==> src/rtl/timer_pkg.sv <==
// Shared constants and types for the playback timer and its display paths.
package timer_pkg;

  localparam int unsigned SECONDS_PER_MINUTE = 60;
  localparam int unsigned SECONDS_PER_TEN    = 10;
  localparam int unsigned WRAP_SECONDS       = 600;
  localparam int unsigned DIGIT_W            = 6;
  localparam int unsigned ADDER_W            = 6;
  localparam int unsigned TOTAL_W            = 10;

  typedef logic [DIGIT_W-1:0] digit_t;
  typedef logic [TOTAL_W-1:0] total_t;

endpackage : timer_pkg

==> src/rtl/seconds_to_digits.sv <==
// Combinational split of an elapsed-seconds value (0..599) into M:SS digits.
module seconds_to_digits
  import timer_pkg::*;
#(
  parameter int unsigned DIGIT_W = timer_pkg::DIGIT_W
) (
  input  total_t             total_i,
  output logic [DIGIT_W-1:0] minutes0_o,
  output logic [DIGIT_W-1:0] seconds1_o,
  output logic [DIGIT_W-1:0] seconds0_o
);

  localparam total_t MINUTE_C = total_t'(SECONDS_PER_MINUTE);
  localparam total_t TEN_C    = total_t'(SECONDS_PER_TEN);

  total_t sec_in_min;

  // Constant divide/modulo decode; upper digit bits fall out as zero.
  always_comb begin
    sec_in_min = total_i % MINUTE_C;
    minutes0_o = DIGIT_W'(total_i / MINUTE_C);
    seconds1_o = DIGIT_W'(sec_in_min / TEN_C);
    seconds0_o = DIGIT_W'(sec_in_min % TEN_C);
  end

endmodule : seconds_to_digits

==> src/rtl/playback_timer.sv <==
// Elapsed play-time accumulator with modulo-600 wrap and M:SS digit outputs.
module playback_timer
  import timer_pkg::*;
#(
  parameter int unsigned ADDER_W      = timer_pkg::ADDER_W,
  parameter int unsigned DIGIT_W      = timer_pkg::DIGIT_W,
  parameter int unsigned WRAP_SECONDS = timer_pkg::WRAP_SECONDS
) (
  input  logic               clk,
  input  logic               reset,
  input  logic               count,
  input  logic [ADDER_W-1:0] adder,
  output logic [DIGIT_W-1:0] seconds0,
  output logic [DIGIT_W-1:0] seconds1,
  output logic [DIGIT_W-1:0] minutes0
);

  localparam int unsigned SUM_W  = TOTAL_W + 1;
  localparam logic [SUM_W-1:0] WRAP_C = SUM_W'(WRAP_SECONDS);

  total_t           total_q;
  total_t           total_d;
  logic [SUM_W-1:0] sum_c;

  // Next elapsed time: add on enable, one subtraction suffices since adder < wrap.
  always_comb begin
    total_d = total_q;
    sum_c   = SUM_W'(total_q) + SUM_W'(adder);
    if (count) begin
      if (sum_c >= WRAP_C) begin
        total_d = TOTAL_W'(sum_c - WRAP_C);
      end else begin
        total_d = TOTAL_W'(sum_c);
      end
    end
  end

  // Elapsed-time register; reset clears it immediately, independent of clk.
  always_ff @(posedge clk or negedge reset) begin
    if (!reset) begin
      total_q <= '0;
    end else begin
      total_q <= total_d;
    end
  end

  seconds_to_digits #(
    .DIGIT_W (DIGIT_W)
  ) u_digits (
    .total_i    (total_q),
    .minutes0_o (minutes0),
    .seconds1_o (seconds1),
    .seconds0_o (seconds0)
  );

endmodule : playback_timer

==> config.mk <==
export PLATFORM = sky130hd
export DESIGN_NAME = playback_timer
export DESIGN_NICKNAME = d
export VERILOG_FILES = /design/src/rtl/timer_pkg.sv /design/src/rtl/seconds_to_digits.sv /design/src/rtl/playback_timer.sv
export SDC_FILE = /design/constraint.sdc
export NUM_CORES = 1
export LEC_CHECK = 0
export ABC_AREA = 1
export ABC_CLOCK_PERIOD_IN_PS = 3950
export BUFFER_PORTS_ARGS = -buffer_cell sky130_fd_sc_hd__buf_2
export CORE_MARGIN = 3
export CORE_UTILIZATION = 35
export CTS_BUF_LIST = sky130_fd_sc_hd__clkbuf_2
export CTS_CLUSTER_DIAMETER = 100
export DETAILED_ROUTE_END_ITERATION = 10
export HOLD_SLACK_MARGIN = 0.08
export SETUP_SLACK_MARGIN = 0.2
export SLEW_MARGIN = 20
export SYNTH_ARGS = -nofsm -noshare
export SYNTH_HDL_FRONTEND = slang
export SYNTH_SLANG_ARGS = --single-unit
==> constraint.sdc <==
create_clock -name clk -period 3.95 [get_ports clk]
set_clock_uncertainty 0.2 [all_clocks]
set_input_delay 0.395 -clock clk [delete_from_list [all_inputs] [get_ports clk]]
set_output_delay 0.395 -clock clk [all_outputs]
set_load 0.05 [all_outputs]
==> metrics.txt <==
outcome finished with violations; failing checks setup timing; die height 74.4 um; Setup WS pre-CTS -0.00192 ns; synth unique cells 33; # nets final 337; most frequent cell on the critical path nand2_4; busiest metal layer after global routing met2; Post-DP HPWL 3180 um; post-synthesis async set-or-reset flop share 100%; initial antenna violation count 0; Crit-path slowest cell dfrtp_2; CTS tree done; Seq/Total Area, Yosys 15.3%; Non-Filler Instances 371; Fin. Hold Viols 0; count leader, synth nand2_1; synth cell count leaders nand2_1, inv_1, nand3_1; worst path required time 3.36 ns; Worst setup SP type flip-flop; first-pass GRT wire length 7710 um; Max Root-Sink Buffers 2; yosys warns 0; CORE AREA 4440 um2; Top reg by flops total_q; Synth Cell Area 1640 um2; Tcrit/Tclk final 103%; CTS buffer count 3; met1 Resource Use GR 24.1%; worst-path fanout max 5; area leader, netlist dfrtp_1; Buf+Inv Stages, Crit Path 2; Worst Hold End total_q[9]$_DFFE_PN0P_; die area 5530 um2; worst min path class in -> reg; cell-by-cell trace of the critical path buf_6 -> nand4_4 -> nand3_4 -> nand2_4 -> nand3_4 -> o21ai_4 -> nand2_4 -> nand3_4 -> o21bai_4 -> nand2_4 -> nand3_4 -> o21ai_4 -> nand2_2 -> nand2_4 -> nand3_4 -> nand2_8 -> nand2_8 -> nand2_4 -> nand2_4 -> nand2_8 -> nand2_8 -> nand2_4 -> nand2_8 -> buf_8; total gr overflow 0; drt drc 0; diode count 0; synth top area cells dfrtp_1, nand2_1, inv_1; insertion delay to the later sink of the worst-skew pair 0.27 ns; IO Pins 27; vias 1,891; final worst hold slack 0.187 ns; number of synthesized flops with an enable pin 0; Via density 5.10; r2r startpoint total_q[0]$_DFFE_PN0P_; drt first pass iters 4; antenna viol nets, final 0; row count 24; max reg flops 10; Die X 74.4 um; clk sink count 10; Routed WL 4780 um; H-tree depth 1; Slew headroom 66.6%; pin count of the biggest net entering global routing 15; clock root buffer clkbuf_2; Port-buffer cells 20; met2 usage 28.1%; min-delay src count; syn_area_per_cell 6.18 um2; Slew Viols, Final 0; WP data arrival 3.48 ns; final instance area 2640 um2; layout cell share with drive strength beyond 1 49.5%; FMAX 245 MHz; Final setup viols 4; Worst-path clk slew 0.12 ns; vias in the first global route 1,783; wire per inst 12.9 um; Final WS setup -0.124 ns; CP peak stage delay 0.45 ns; Regs by FF count total_q x10; area of the multi-input gates 1710 um2; initial core utilization 36.8%; Seq cells post-synth 10; sequential cell area 255 um2; Initial DRC Count 106; FF-to-FF setup slack 0.45 ns; MaxCap Viol Count 0; Post-DP Area 2060 um2; minimum clock period after layout 4.07 ns; prevailing post-synth register cell dfrtp_1; endpoint type of the worst setup path output pin; GP Congestion 0.809; cell family with most CP delay simple AND/OR/NAND/NOR gates; CP Class reg -> out; met3 Use GR 1.08%; GRT Util Overall 17.0%; worst reg2reg path endpoint total_q[6]$_DFFE_PN0P_; actual transition at the worst max-transition pin 0.499 ns; Syn Inst Count 265; unrepaired setup endpoints after global routing yes; hold depth 2; number of fill cells in the layout 359; Layout area overhead 61.5%; Reg2Reg Depth 18; dpl cells 350; Yosys top cell area share 15.3%
metal layers:
metal	share of wire, %	wire length (um)
met1	47	2240
met2	50	2390
met3	2.1	102
met4	0.96	46
met5	0	0
worst max-delay path by stage:
stage / from / to / slack [ns] / cells after the start
5_1_grt: total_q[9]$_DFFE_PN0P_ / seconds0[1] / -0.32 / 25
6_report: total_q[6]$_DFFE_PN0P_ / seconds0[2] / -0.12 / 24
4_1_cts: total_q[6]$_DFFE_PN0P_ / seconds0[2] / -0.02 / 25
3_5_place_dp: total_q[6]$_DFFE_PN0P_ / seconds0[2] / -0.002 / 30
2_1_floorplan: total_q[7]$_DFFE_PN0P_ / seconds0[1] / -0.31 / 28
3_3_place_gp: total_q[6]$_DFFE_PN0P_ / seconds0[2] / 0.03 / 28
final cells by class:
class                           instances  share of cell area (%)
Tap cell                               52                    2.46
Multi-Input combinational cell        207                    64.7
Timing Repair Buffer                   54                    15.7
Sequential cell                        10                    9.66
Inverter                               44                    6.72
Clock buffer                            3                   0.568
Clock inverter                          1                   0.142
layout by cell type (no fill, tap or decap), drive strengths merged, types with 2 or more instances in the layout:
cell type and count:
o21ai 18, inv 42, xor2 12, clkinv 3, ha 7, nand2 89
nor3 3, buf 52, conb 6, o211ai 4, nand4 9, dfrtp 10
a21oi 9, nor2 16, clkbuf 4, o22ai 2, nand3 27
worst reg2reg max path, stage by stage, from the launching register on:
cell and delay, ns:
dfrtp_1 0.38, ha_1 0.18, inv_1 0.08, fa_1 0.38, or2_2 0.32, o21ai_2 0.15, a21oi_1 0.10, o21ai_2 0.15
inv_1 0.09, nor3_2 0.14, xor2_1 0.21, inv_1 0.08, nor2_1 0.13, o211ai_1 0.12, nor2_2 0.25, inv_1 0.10
nand2_1 0.08, xor2_1 0.15, o21ai_0 0.09
per-stage QoR:
step | util [%] | TNS [ns]
floorplan | - | -1.05
global placement | 46.4 | 0
detailed placement | 46.4 | -0.00192
CTS | 54.7 | -0.0236
global route | 59.5 | -1.16
finish | 59.5 | -0.395
kinds of logic (layout without fill, tap and decap cells):
| logic type | Yosys count | count (layout) | share of synthesized area, % |
|---|---|---|---|
| xor gates and xnor gates | 12 | 12 | 6.42 |
| and+or+nand+nor | 145 | 145 | 43.9 |
| other | 1 | 6 | 0.229 |
| AOI/OAI and AO/OA | 36 | 36 | 13.3 |
| DFF | 10 | 10 | 15.3 |
| buffers and inverters | 53 | 102 | 14.3 |
| adders and majority gates | 8 | 8 | 6.57 |
repair_timing:
item | 4_1_cts | 5_1_grt
resized for setup | 62 | 45
hold buffers | 1 | 0
setup buffers | 11 | 5
endpoints found under the hold margin | 10 | 0
setup endpoints to repair | 4 | 12
pin swaps | 36 | 21
Power is not shown: default switching activity piles up to over one toggle a cycle in this logic, so the estimate is an artifact.
